<file path="src/rtl/cipher_word_packer_pkg.sv">
`default_nettype none
// ============================================================================
// Module   : enc_pkg
// Brief    : Shared types for the ciphertext word packer (byte width, packed
//            word record, pack-state encoding).
// Revision : 1.0 - initial release
// ============================================================================
package enc_pkg;

    localparam int ENC_N    = 8;
    localparam int ENC_PACK = 4;

    typedef struct packed {
        logic [ENC_N*ENC_PACK-1:0] data;
        logic [ENC_PACK-1:0]       keep;
        logic                      last;
    } packed_word_t;

    typedef enum logic [0:0] {
        PK_EMPTY = 1'b0,
        PK_FILL  = 1'b1
    } pk_state_t;

endpackage
`default_nettype wire

</file>
<file path="src/rtl/cipher_word_fifo.sv">
`default_nettype none
// ============================================================================
// Module   : cipher_word_fifo
// Brief    : DEPTH-entry synchronous FIFO of packed words; head is zero when empty.
// Revision : 1.0 - initial release
// ============================================================================
module cipher_word_fifo
    import enc_pkg::*;
#(
    parameter int WIDTH = $bits(packed_word_t),
    parameter int DEPTH = 4
) (
    input  logic                         clk,
    input  logic                         rst_n,
    input  logic                         push,
    input  logic                         pop,
    input  logic [WIDTH-1:0]             wdata,
    output logic [WIDTH-1:0]             rdata,
    output logic                         full,
    output logic                         empty,
    output logic [$clog2(DEPTH+1)-1:0]   level
);

    localparam int c_aw = $clog2(DEPTH);
    localparam int c_lw = $clog2(DEPTH+1);

    logic [WIDTH-1:0] r_mem [DEPTH];
    logic [c_aw-1:0]  r_wr_ptr;
    logic [c_aw-1:0]  r_rd_ptr;
    logic [c_lw-1:0]  r_level;

    // Power-of-two depth lets the pointers wrap naturally.
    always_ff @(posedge clk or negedge rst_n) begin
        if (!rst_n) begin
            r_wr_ptr <= '0;
            r_rd_ptr <= '0;
            r_level  <= '0;
        end else begin
            if (push) r_wr_ptr <= r_wr_ptr + c_aw'(1);
            if (pop)  r_rd_ptr <= r_rd_ptr + c_aw'(1);
            case ({push, pop})
                2'b10:   r_level <= r_level + c_lw'(1);
                2'b01:   r_level <= r_level - c_lw'(1);
                default: r_level <= r_level;
            endcase
        end
    end

    always_ff @(posedge clk) begin
        if (push) r_mem[r_wr_ptr] <= wdata;
    end

    assign full  = (r_level == c_lw'(DEPTH));
    assign empty = (r_level == '0);
    assign level = r_level;
    assign rdata = empty ? '0 : r_mem[r_rd_ptr];

endmodule
`default_nettype wire

</file>
<file path="src/rtl/cipher_word_packer.sv">
`default_nettype none
// ============================================================================
// Module   : cipher_word_packer
// Brief    : Packs PACK ciphertext bytes into words with keep/last, buffered
//            through a DEPTH-entry FIFO onto a word-wide valid/ready output.
// Revision : 1.0 - initial release
// ============================================================================
module cipher_word_packer
    import enc_pkg::*;
#(
    parameter int N     = ENC_N,
    parameter int PACK  = ENC_PACK,
    parameter int DEPTH = 4
) (
    input  logic                         clk,
    input  logic                         rst_n,
    input  logic                         in_valid,
    output logic                         in_ready,
    input  logic [N-1:0]                 in_data,
    input  logic                         in_last,
    output logic                         out_valid,
    input  logic                         out_ready,
    output logic [N*PACK-1:0]            out_data,
    output logic [PACK-1:0]              out_keep,
    output logic                         out_last,
    output logic [$clog2(DEPTH+1)-1:0]   fifo_level
);

    localparam int c_cw = $clog2(PACK);
    localparam int c_ww = N*PACK + PACK + 1;

    pk_state_t         r_state, w_state_nxt;
    logic [c_cw-1:0]   r_cnt, w_cnt_nxt;
    logic [N*PACK-1:0] r_data, w_data_nxt, w_lane_data;
    logic [PACK-1:0]   r_keep, w_keep_nxt, w_lane_keep;
    logic              w_accept;
    logic              w_push;
    logic              w_pop;
    logic              w_full;
    logic              w_empty;
    logic [c_ww-1:0]   w_head;

    // Gating with rst_n keeps in_ready low while reset is held.
    assign in_ready  = rst_n & ~w_full;
    assign w_accept  = in_valid & in_ready;
    assign out_valid = ~w_empty;
    assign w_pop     = out_valid & out_ready;

    always_ff @(posedge clk or negedge rst_n) begin
        if (!rst_n) begin
            r_state <= PK_EMPTY;
            r_cnt   <= '0;
            r_data  <= '0;
            r_keep  <= '0;
        end else begin
            r_state <= w_state_nxt;
            r_cnt   <= w_cnt_nxt;
            r_data  <= w_data_nxt;
            r_keep  <= w_keep_nxt;
        end
    end

    always_comb begin
        w_lane_data                = r_data;
        w_lane_keep                = r_keep;
        w_lane_data[r_cnt*N +: N]  = in_data;
        w_lane_keep[r_cnt]         = 1'b1;
        w_push                     = w_accept & ((r_cnt == c_cw'(PACK-1)) | in_last);
        w_state_nxt                = r_state;
        w_cnt_nxt                  = r_cnt;
        w_data_nxt                 = r_data;
        w_keep_nxt                 = r_keep;
        if (w_accept) begin
            if (w_push) begin
                w_state_nxt = PK_EMPTY;
                w_cnt_nxt   = '0;
                w_data_nxt  = '0;
                w_keep_nxt  = '0;
            end else begin
                w_state_nxt = PK_FILL;
                w_cnt_nxt   = r_cnt + c_cw'(1);
                w_data_nxt  = w_lane_data;
                w_keep_nxt  = w_lane_keep;
            end
        end
    end

    cipher_word_fifo #(
        .WIDTH (c_ww),
        .DEPTH (DEPTH)
    ) u_fifo (
        .clk   (clk),
        .rst_n (rst_n),
        .push  (w_push),
        .pop   (w_pop),
        .wdata ({w_lane_data, w_lane_keep, in_last}),
        .rdata (w_head),
        .full  (w_full),
        .empty (w_empty),
        .level (fifo_level)
    );

    assign {out_data, out_keep, out_last} = w_head;

endmodule
`default_nettype wire

</file>
<file path="config.mk">
export PLATFORM = sky130hd
export DESIGN_NAME = cipher_word_packer
export DESIGN_NICKNAME = d
export VERILOG_FILES = /design/src/rtl/cipher_word_packer_pkg.sv /design/src/rtl/cipher_word_fifo.sv /design/src/rtl/cipher_word_packer.sv
export SDC_FILE = /design/constraint.sdc
export NUM_CORES = 1
export LEC_CHECK = 0
export ABC_AREA = 1
export BUFFER_PORTS_ARGS = -buffer_cell sky130_fd_sc_hd__buf_2
export CAP_MARGIN = 30
export CORE_ASPECT_RATIO = 2
export CORE_MARGIN = 4
export CORE_UTILIZATION = 52
export DETAILED_ROUTE_END_ITERATION = 7
export PLACE_DENSITY = 0.72
export SYNTH_ARGS = -nofsm -noshare
export SYNTH_HDL_FRONTEND = slang
export SYNTH_SLANG_ARGS = --single-unit
</file>
<file path="constraint.sdc">
create_clock -name clk -period 2.9 [get_ports clk]
set_input_delay 0.58 -clock clk [delete_from_list [all_inputs] [get_ports clk]]
set_output_delay 0.58 -clock clk [all_outputs]
set_load 0.01 [all_outputs]
</file>
Word level (Yosys, flattened, before mapping) --
Memories as Yosys holds them, arrays and structs flattened. Cells that the tools add are included.
Storage, ports and cells: word-level logic and storage cells 42, memories 1, memory bits (writable) 148, output and inout port bits 42, input bits 13, flip-flop bits (word level) 45
Memory list:
- u_fifo.r_mem | depth 4, bits a word 37, read ports 1, clocked after Yosys merged registers in 0, write ports 1, RTL line cipher_word_fifo.sv:27 | logic [WIDTH-1:0] r_mem [DEPTH];
Cells by class: shift operators 2, reduce and logical (&&, ||, !) cells 3, eq/ne operators 4, mux-type cells 10, bitwise gates (word level) 8, order comparisons 2, $add $sub $neg 6
Operator list (count):
- 37-bit 2-to-1 mux | 1
- 5-bit negation with 34-bit output | 1
- 8-bit by 34-bit variable shift with 32-bit output (first input constant) | 1
- 8-bit by 34-bit indexed part select with 32-bit output | 1
- 32-bit bitwise mux | 1
- 32-bit 2-to-1 mux | 1
- 2-bit by 1-bit adder with 2-bit output (second input constant) | 3
- 3-bit one-hot mux with 2 select lines | 1
- 1-bit bitwise AND | 4
- 2-bit == test (second input constant) | 2
- 4-bit 2-to-1 mux | 1
- 4-bit OR | 1
- 3-bit by 1-bit adder with 3-bit output (second input constant) | 1
- 3-bit == test (second input constant) | 1
- 3-bit zero test | 1
- 2-bit by 3-bit < comparator with 1-bit output (second input constant) | 1
- 1-bit 2-to-1 mux | 3
- 3-bit by 1-bit subtractor with 3-bit output (second input constant) | 1
- 1-bit demux with 2-bit select | 1
- 2-bit by 1-bit == test with 1-bit output (second input constant) | 1
- 2-bit by 1-bit greater-or-equal comparator with 1-bit output (second input constant) | 1
- 2-bit 2-to-1 mux | 1
- 1-bit NOT | 2
- 2-bit nonzero test | 1
- other kinds (2) | 2

Depth between registers and ports, before layout --
Gate-level depths: netlist (run 1).
word-level depth 7, mapped depth 10

Cells and area by module --
From an unflattened synthesis (run 1), not the netlist that was laid out.
Unflattened totals: cell total of the unflattened synthesis 949, area, all modules 8932.3 um2
By module, submodules not included:
- cipher_word_fifo | cells each 634, area each 6734.0 um2, times used 1
- cipher_word_packer | cells each 315, area each 2198.4 um2, times used 1

Worst setup path before layout (run 1) --
No wires, ideal clock.
kind reg2reg, start point register r_cnt[0], end point memory u_fifo.r_mem[0][0] (netlist bit) (enable), path buffers 0, stages on the path, launching flop included 6, required time 2.469 ns, setup time 0.431 ns, arrival time 2.650 ns, slack -0.182 ns, path through dfrtp_1 ha_1 nor2_2 inv_2 nand4_1 nor2_1
On the way: longest elaborated chain between the ends 5
Ends and longest elaborated chain:
- start: declaration | RTL line cipher_word_packer.sv:33 | logic [c_cw-1:0] r_cnt, w_cnt_nxt;
- start signal: assignment | RTL line cipher_word_packer.sv:57 | r_cnt <= w_cnt_nxt;
- 2-bit == test | RTL line cipher_word_packer.sv:68 | w_push = w_accept & ((r_cnt == c_cw'(PACK-1)) | in_last);
- 1-bit OR | RTL line cipher_word_packer.sv:68
- 1-bit bitwise AND | RTL line cipher_word_packer.sv:68
- 1-bit 2-to-1 mux | RTL line cipher_word_fifo.sv:50 | if (push) r_mem[r_wr_ptr] <= wdata;
- 1-bit 2-to-1 mux (not written as such) | RTL line cipher_word_fifo.sv:50
- end: declaration | RTL line cipher_word_fifo.sv:27
No other way between the ends.

Final worst setup path (run 1) --
start point register u_fifo.r_rd_ptr[0], end point output out_data[24]
On the way: longest elaborated chain between the ends 2
Ends and longest elaborated chain:
- start: declaration | RTL line cipher_word_fifo.sv:29 | logic [c_aw-1:0] r_rd_ptr;
- start signal: assignment | RTL line cipher_word_fifo.sv:40 | if (pop) r_rd_ptr <= r_rd_ptr + c_aw'(1);
- memory read 4 x 37 bit
- 37-bit 2-to-1 mux | RTL line cipher_word_fifo.sv:56 | assign rdata = empty ? '0 : r_mem[r_rd_ptr];
- end: declaration | RTL line cipher_word_packer.sv:23 | output logic [N*PACK-1:0] out_data,
No other way between the ends.

==> out/results.tsv, run 1 <==
metric	value	unit
place_hpwl	11230	um
seq_area_frac_synth	0.6739	
ys_warn_count	0	
portBuffers	54	
syn_avg_cell_area	10.58	sq um
run_status	complete, no violations	
leakage	3.822	nW
initial_core_util	0.5266	
grt_max_degree	42	
ys_top_cells_by_area	edfxtp_1 54%, dfrtp_1 14%, nor2_1 7.4%	
drv_slew	0	
post-route-drc-count	0	
dr.pass1.iters	5	
max_clock_freq	374.6	MHz
hold_path_class	input port to asynchronous set/reset pin	
timing.hold.ws	125.8	ps
crit_arrival	2090	ps
layout.nets	867	
grt_pass1_wl	28790	um
cts_root_buffer	clkbuf_16	
crit_fanout	41	
die_width	97.15	um
startpoint	u_fifo.r_rd_ptr[0]	
dieArea	18100	sq um
syn2layout_area_growth	13.50	%
grt_pass1_vias	5649	
dr.first_iter.drc_count	456	
cts_tree	yes	
grt-ovfl-total	0	
fin_crit_sh	0.9205	
cp-start-kind	flip-flop	
final_area	9382	sq um
endpoint	out_data[24]	
yosysTopAreaCellShare	0.5377	
rsz0062_at_grt	false	
netlist_instances	781	
num_io_pins	55	
die_height	186.3	um
core_area	15700	sq um
final-hold-violation-count	0	
worst_setup_path_end_kind	output port	
crit_type	flip-flop to output port	
required	2320	ps
r2r-start	r_cnt[0]	
reg2reg_to	u_fifo.level[2]	
dp_cells	1022	
fin_skew	12.42	ps
power_density	965.8	nW/um^2
wl_per_cell	17.23	um
totalPowerFinal	9.061	mW
worst_pin_slew	737.4	ps
num_antenna_cells	0	
ys_ff_latch	193	
antenna_found_initial	1	
maxCapViolCount	0	
post_cts_buffers	0	
cts_buffers	17	
relSlewSlack	0.5032	
yosys.area.top_type	edfxtp_1	
synth_fp_nets	808	
drive_gt1_frac	0.1512	
cts.clk_slew.worst_paths	70	ps
dpl_cell_area	8833	sq um
dr_total_vias	5716	
antenna_left	0	
mostFrequentLayoutCells	161 x nand2_1, 160 x nor2_1, 148 x edfxtp_1	
final_common_cell	nand2_1	
netlist_area	8265	sq um
final-setup-viol-count	0	
cts_sinks	193	
peakVddDrop	0.6653	mV
final_cell_count_no_fill	1054	
fin_setup_tns	0	ps
globalRouteTotalUtil	0.2072	
drt-total-wl	18160	um
rows	65	
synth_cell_types	25	
vias_per_cell	5.423	
place_congestion	0.8071	
htreeDepth	4	
reg2reg_slack	560	ps
min_period	2670	ps
reg2regPathDepth	10	
cts.path.max_buffers	2	
clk_latency	430	ps
-- flip-flops by register name, indices dropped and copies added, names as in the netlist --
name             cells
u_fifo.level         3
r_keep               4
r_cnt                2
u_fifo.r_rd_ptr      2
u_fifo.r_wr_ptr      2
r_data              32
u_fifo.r_mem       148
-- worst max-delay path, cell delays in order, from the launching register on --
cell and delay [ps]:
dfrtp_4 630, inv_2 100, buf_4 350, o21ai_0 160
a21oi_1 220, buf_2 170
-- cell families (layout without fill, tap and decap cells) --
family,count (synthesis),after routing,synth area share
DFF,193,193,0.6739
xor gates and xnor gates,3,3,0.003180
AOI/OAI and AO/OA,141,141,0.08538
adders and majority gates,14,14,0.02210
buffers and inverters,71,143,0.04329
and+or+nand+nor,359,359,0.1721
-- how the worst min path moves through the flow --
stage | startpoint | to | slack (ps) | cells past startpoint
finish | rst_n | r_keep[1] | 130 | 2
global route | rst_n | r_keep[1] | 130 | 2
CTS | rst_n | r_keep[1] | 120 | 2
detailed placement | r_keep[2] | r_keep[2] | 460 | 2
global placement | r_keep[2] | r_keep[2] | 460 | 2
floorplan | rst_n | r_cnt[0] | 280 | 0
-- cell type report --
type | count | area (sq um)
clock inverters | 14 | 116.4
clock buffers | 18 | 429.2
well taps | 201 | 251.5
repair buffers | 79 | 520.5
fillers | 1283 | 6315
multi-input cells | 517 | 2367
inverters | 32 | 122.6
flip-flops and latches | 193 | 5574
-- routing by layer --
layer	track usage	vias to the layer above	part of all wire	wire length, um
met5	0	-	0.00039	7
met4	0.09561	2	0.034	613
met3	0.04181	47	0.052	940
met2	0.3810	197	0.53	9640
met1	0.2305	2722	0.38	6958
li1	-	2748	-	-
-- cell usage after synthesis --
master	count
buf_6	4
nand2_1	161
buf_4	10
nand3_1	11
dfrtp_1	45
nor2_1	164
buf_2	17
edfxtp_1	148
ha_1	13
o21ai_1	15
inv_1	28
a21oi_1	39
inv_2	3
nor2_2	3
nand4_1	13
nand2_2	1
nand3_2	1
xor2_1	2
o21ai_0	87
fa_1	1
inv_4	1
xnor2_1	1
clkbuf_1	6
buf_1	2
or2_2	5
-- what timing repair did --
| item | 4_1_cts | 5_1_grt |
|---|---|---|
| hold buffers | 0 | 0 |
| gates resized for setup | 0 | 1 |
| setup endpoints to repair | 0 | 3 |
| endpoints found under the hold margin | 0 | 0 |
-- per-stage QoR --
step           setup WS [ps]  utilization
2_1_floorplan         -181.9            -
3_3_place_gp           548.6       0.5628
3_5_place_dp           557.9       0.5628
4_1_cts                79.98       0.5975
5_1_grt                69.54       0.5977
6_report               230.5       0.5977
-- power by group --
group	switching (mW)	total (mW)	leakage (nW)	internal, mW
combinational	2.21	3.34	1.55	1.13
sequential	0.196	3.55	2.00	3.35
clock	1.04	2.17	0.274	1.13
Note: power is estimated with default switching activity, not from simulation.
==> run 2: changes to the inputs <==
--- a/config.mk
+++ b/config.mk
@@ -6,7 +6,7 @@
 export NUM_CORES = 1
 export LEC_CHECK = 0
 export ABC_AREA = 1
-export BUFFER_PORTS_ARGS = -buffer_cell sky130_fd_sc_hd__buf_2
+export BUFFER_PORTS_ARGS = -buffer_cell sky130_fd_sc_hd__buf_4
 export CAP_MARGIN = 30
 export CORE_ASPECT_RATIO = 2
 export CORE_MARGIN = 4
==> out/results.tsv, run 2 (synthesis results as in run 1) <==
metric	value	unit	change
worst_setup_path_end_kind	output port		
cts.clk_slew.worst_paths	70	ps	about the same
run_status	complete, no violations		
vias_per_cell	5.578		+2.9%
r2r-start	r_cnt[0]		
grt_pass1_vias	5997		+6.2%
max_clock_freq	364.6	MHz	-2.7%
reg2reg_slack	490	ps	-70 ps
cts.path.max_buffers	2		unchanged
power_density	997.1	nW/um^2	+3.2%
largest_register_ffs	148		unchanged
mostFrequentLayoutCells	161 x nand2_1, 160 x nor2_1, 148 x edfxtp_1		
crit_path_top_delay_cell	dfrtp_2		
drive_gt1_frac	0.1420		-0.009219
post-route-drc-count	0		unchanged
final_cell_count_no_fill	1046		-0.76%
final-hold-violation-count	0		unchanged
path_cells	inv_2 > buf_12 > o21ai_0 > a21oi_1 > buf_4		
die_height	186.3	um	unchanged
cts_resized	0		unchanged
core_area	15700	sq um	unchanged
crit_fanout	32		-22%
endpoint	out_keep[0]		
peakVddDrop	0.5797	mV	-13%
finalCoreUtilization	0.6033		+0.005580
grt_pass1_wl	30620	um	+6.4%
dieArea	18100	sq um	unchanged
cts_buffers	17		unchanged
num_antenna_cells	0		unchanged
reg2reg_to	u_fifo.r_mem[2][25]		
drv_slew	0		unchanged
worst_pin_slew	777.4	ps	+40.03 ps
syn2layout_area_growth	14.56	%	
final_common_cell	nand2_1		
largest-register	u_fifo.r_mem		
grt-ovfl-total	0		unchanged
grt_max_degree	54		+29%
antenna_left	0		unchanged
slowest_delay	580	ps	-50 ps
place_congestion	0.8630		+6.9%
initial_core_util	0.5266		unchanged
clk_latency	430	ps	about the same
dr_total_vias	5835		+2.1%
dp_cells	1014		-0.78%
wl_per_cell	18.13	um	+5.2%
die_width	97.15	um	unchanged
min_period	2743	ps	+73.43 ps
htreeDepth	4		unchanged
crit_type	flip-flop to output port		
cts_tree	yes		
cts-hold-fix-buffers	0		unchanged
rsz0062_at_grt	false		
startpoint	u_fifo.r_rd_ptr[0]		
cp-start-kind	flip-flop		
fin_crit_sh	0.9458		+0.02532
fin_skew	7.750	ps	-4.674 ps
drt-total-wl	18970	um	+4.4%
rows	65		unchanged
dr.pass1.iters	5		unchanged
place_hpwl	12130	um	+8.0%
globalRouteTotalUtil	0.2176		+0.01039
crit_arrival	2160	ps	+70 ps
maxCapViolCount	0		unchanged
hold_path_class	input port to asynchronous set/reset pin		
post_cts_buffers	0		unchanged
leakage	3.810	nW	-0.32%
reg2regPathDepth	5		-5
required	2320	ps	about the same
cts_root_buffer	clkbuf_16		
final-setup-viol-count	0		unchanged
cts_sinks	193		unchanged
portBuffers	54		unchanged
dr.first_iter.drc_count	549		+20%
layout.nets	859		-0.92%
top_regs	u_fifo.r_mem (148), r_data (32), r_keep (4)		
relSlewSlack	0.4762		-0.02697
antenna_found_initial	0		-1
num_io_pins	55		unchanged
==> run 2: cell types whose count changed in the layout (fill, tap and decap cells not counted), moves of 2 or more <==
cell and change:
buf_2 -54, buf_4 +46, clkinvlp_4 +5, inv_6 -3
clkinv_4 -2, inv_4 -2
==> run 2: worst min path at each step <==
stage                               to  cells past startpoint
floorplan                     r_cnt[0]                      0
global placement             r_keep[0]                      2
detailed placement           r_keep[0]                      2
CTS                          r_keep[2]                      1
global route        u_fifo.r_wr_ptr[1]                      1
finish                       r_keep[2]                      1
==> run 2: area by class of cell <==
cell class              instances  area (sq um)
well taps                     201         251.5
inverters                      32         122.6
multi-input cells             517          2367
clock inverters                13         127.6
repair buffers                 71         595.6
clock buffers                  19         432.9
fillers                      1256          6227
flip-flops and latches        193          5572
==> run 2: metrics by stage <==
step                      power [mW]  worst slack (ps)  area (sq um)  hold slack [ps]  setup TNS (ps)
after floorplan                5.822            -181.9          8265            284.4          -26920
after global placement         7.137             621.3          8909            457.8               0
after detailed placement       7.278             537.5          8909            460.7               0
after CTS                      9.492             133.1          9469            34.16               0
after global routing           10.03             5.164          9469            49.48               0
final                          9.442             157.0          9469            41.68               0
==> run 2: routing by layer <==
layer	wire length, um	up-vias	track usage
met3	958	42	0.03471
met1	6952	2864	0.2393
li1	-	2726	-
met5	0	-	0
met4	686	0	0.1085
met2	10370	203	0.4059
==> run 2: report_power, final <==
| part | total, mW | leakage (nW) | internal, mW | switching, mW |
|---|---|---|---|---|
| Clock | 2.23 | 0.259 | 1.20 | 1.03 |
| Sequential | 3.53 | 2.00 | 3.35 | 0.176 |
| Combinational | 3.68 | 1.55 | 1.37 | 2.31 |
| Total | 9.44 | 3.81 | 5.93 | 3.52 |
==> run 2: critical path: cells and delay by family, from the launching register on <==
kind,cells,cell delay (ps)
buffers and inverters,3,750
DFF,1,580
AOI/OAI and AO/OA,2,390
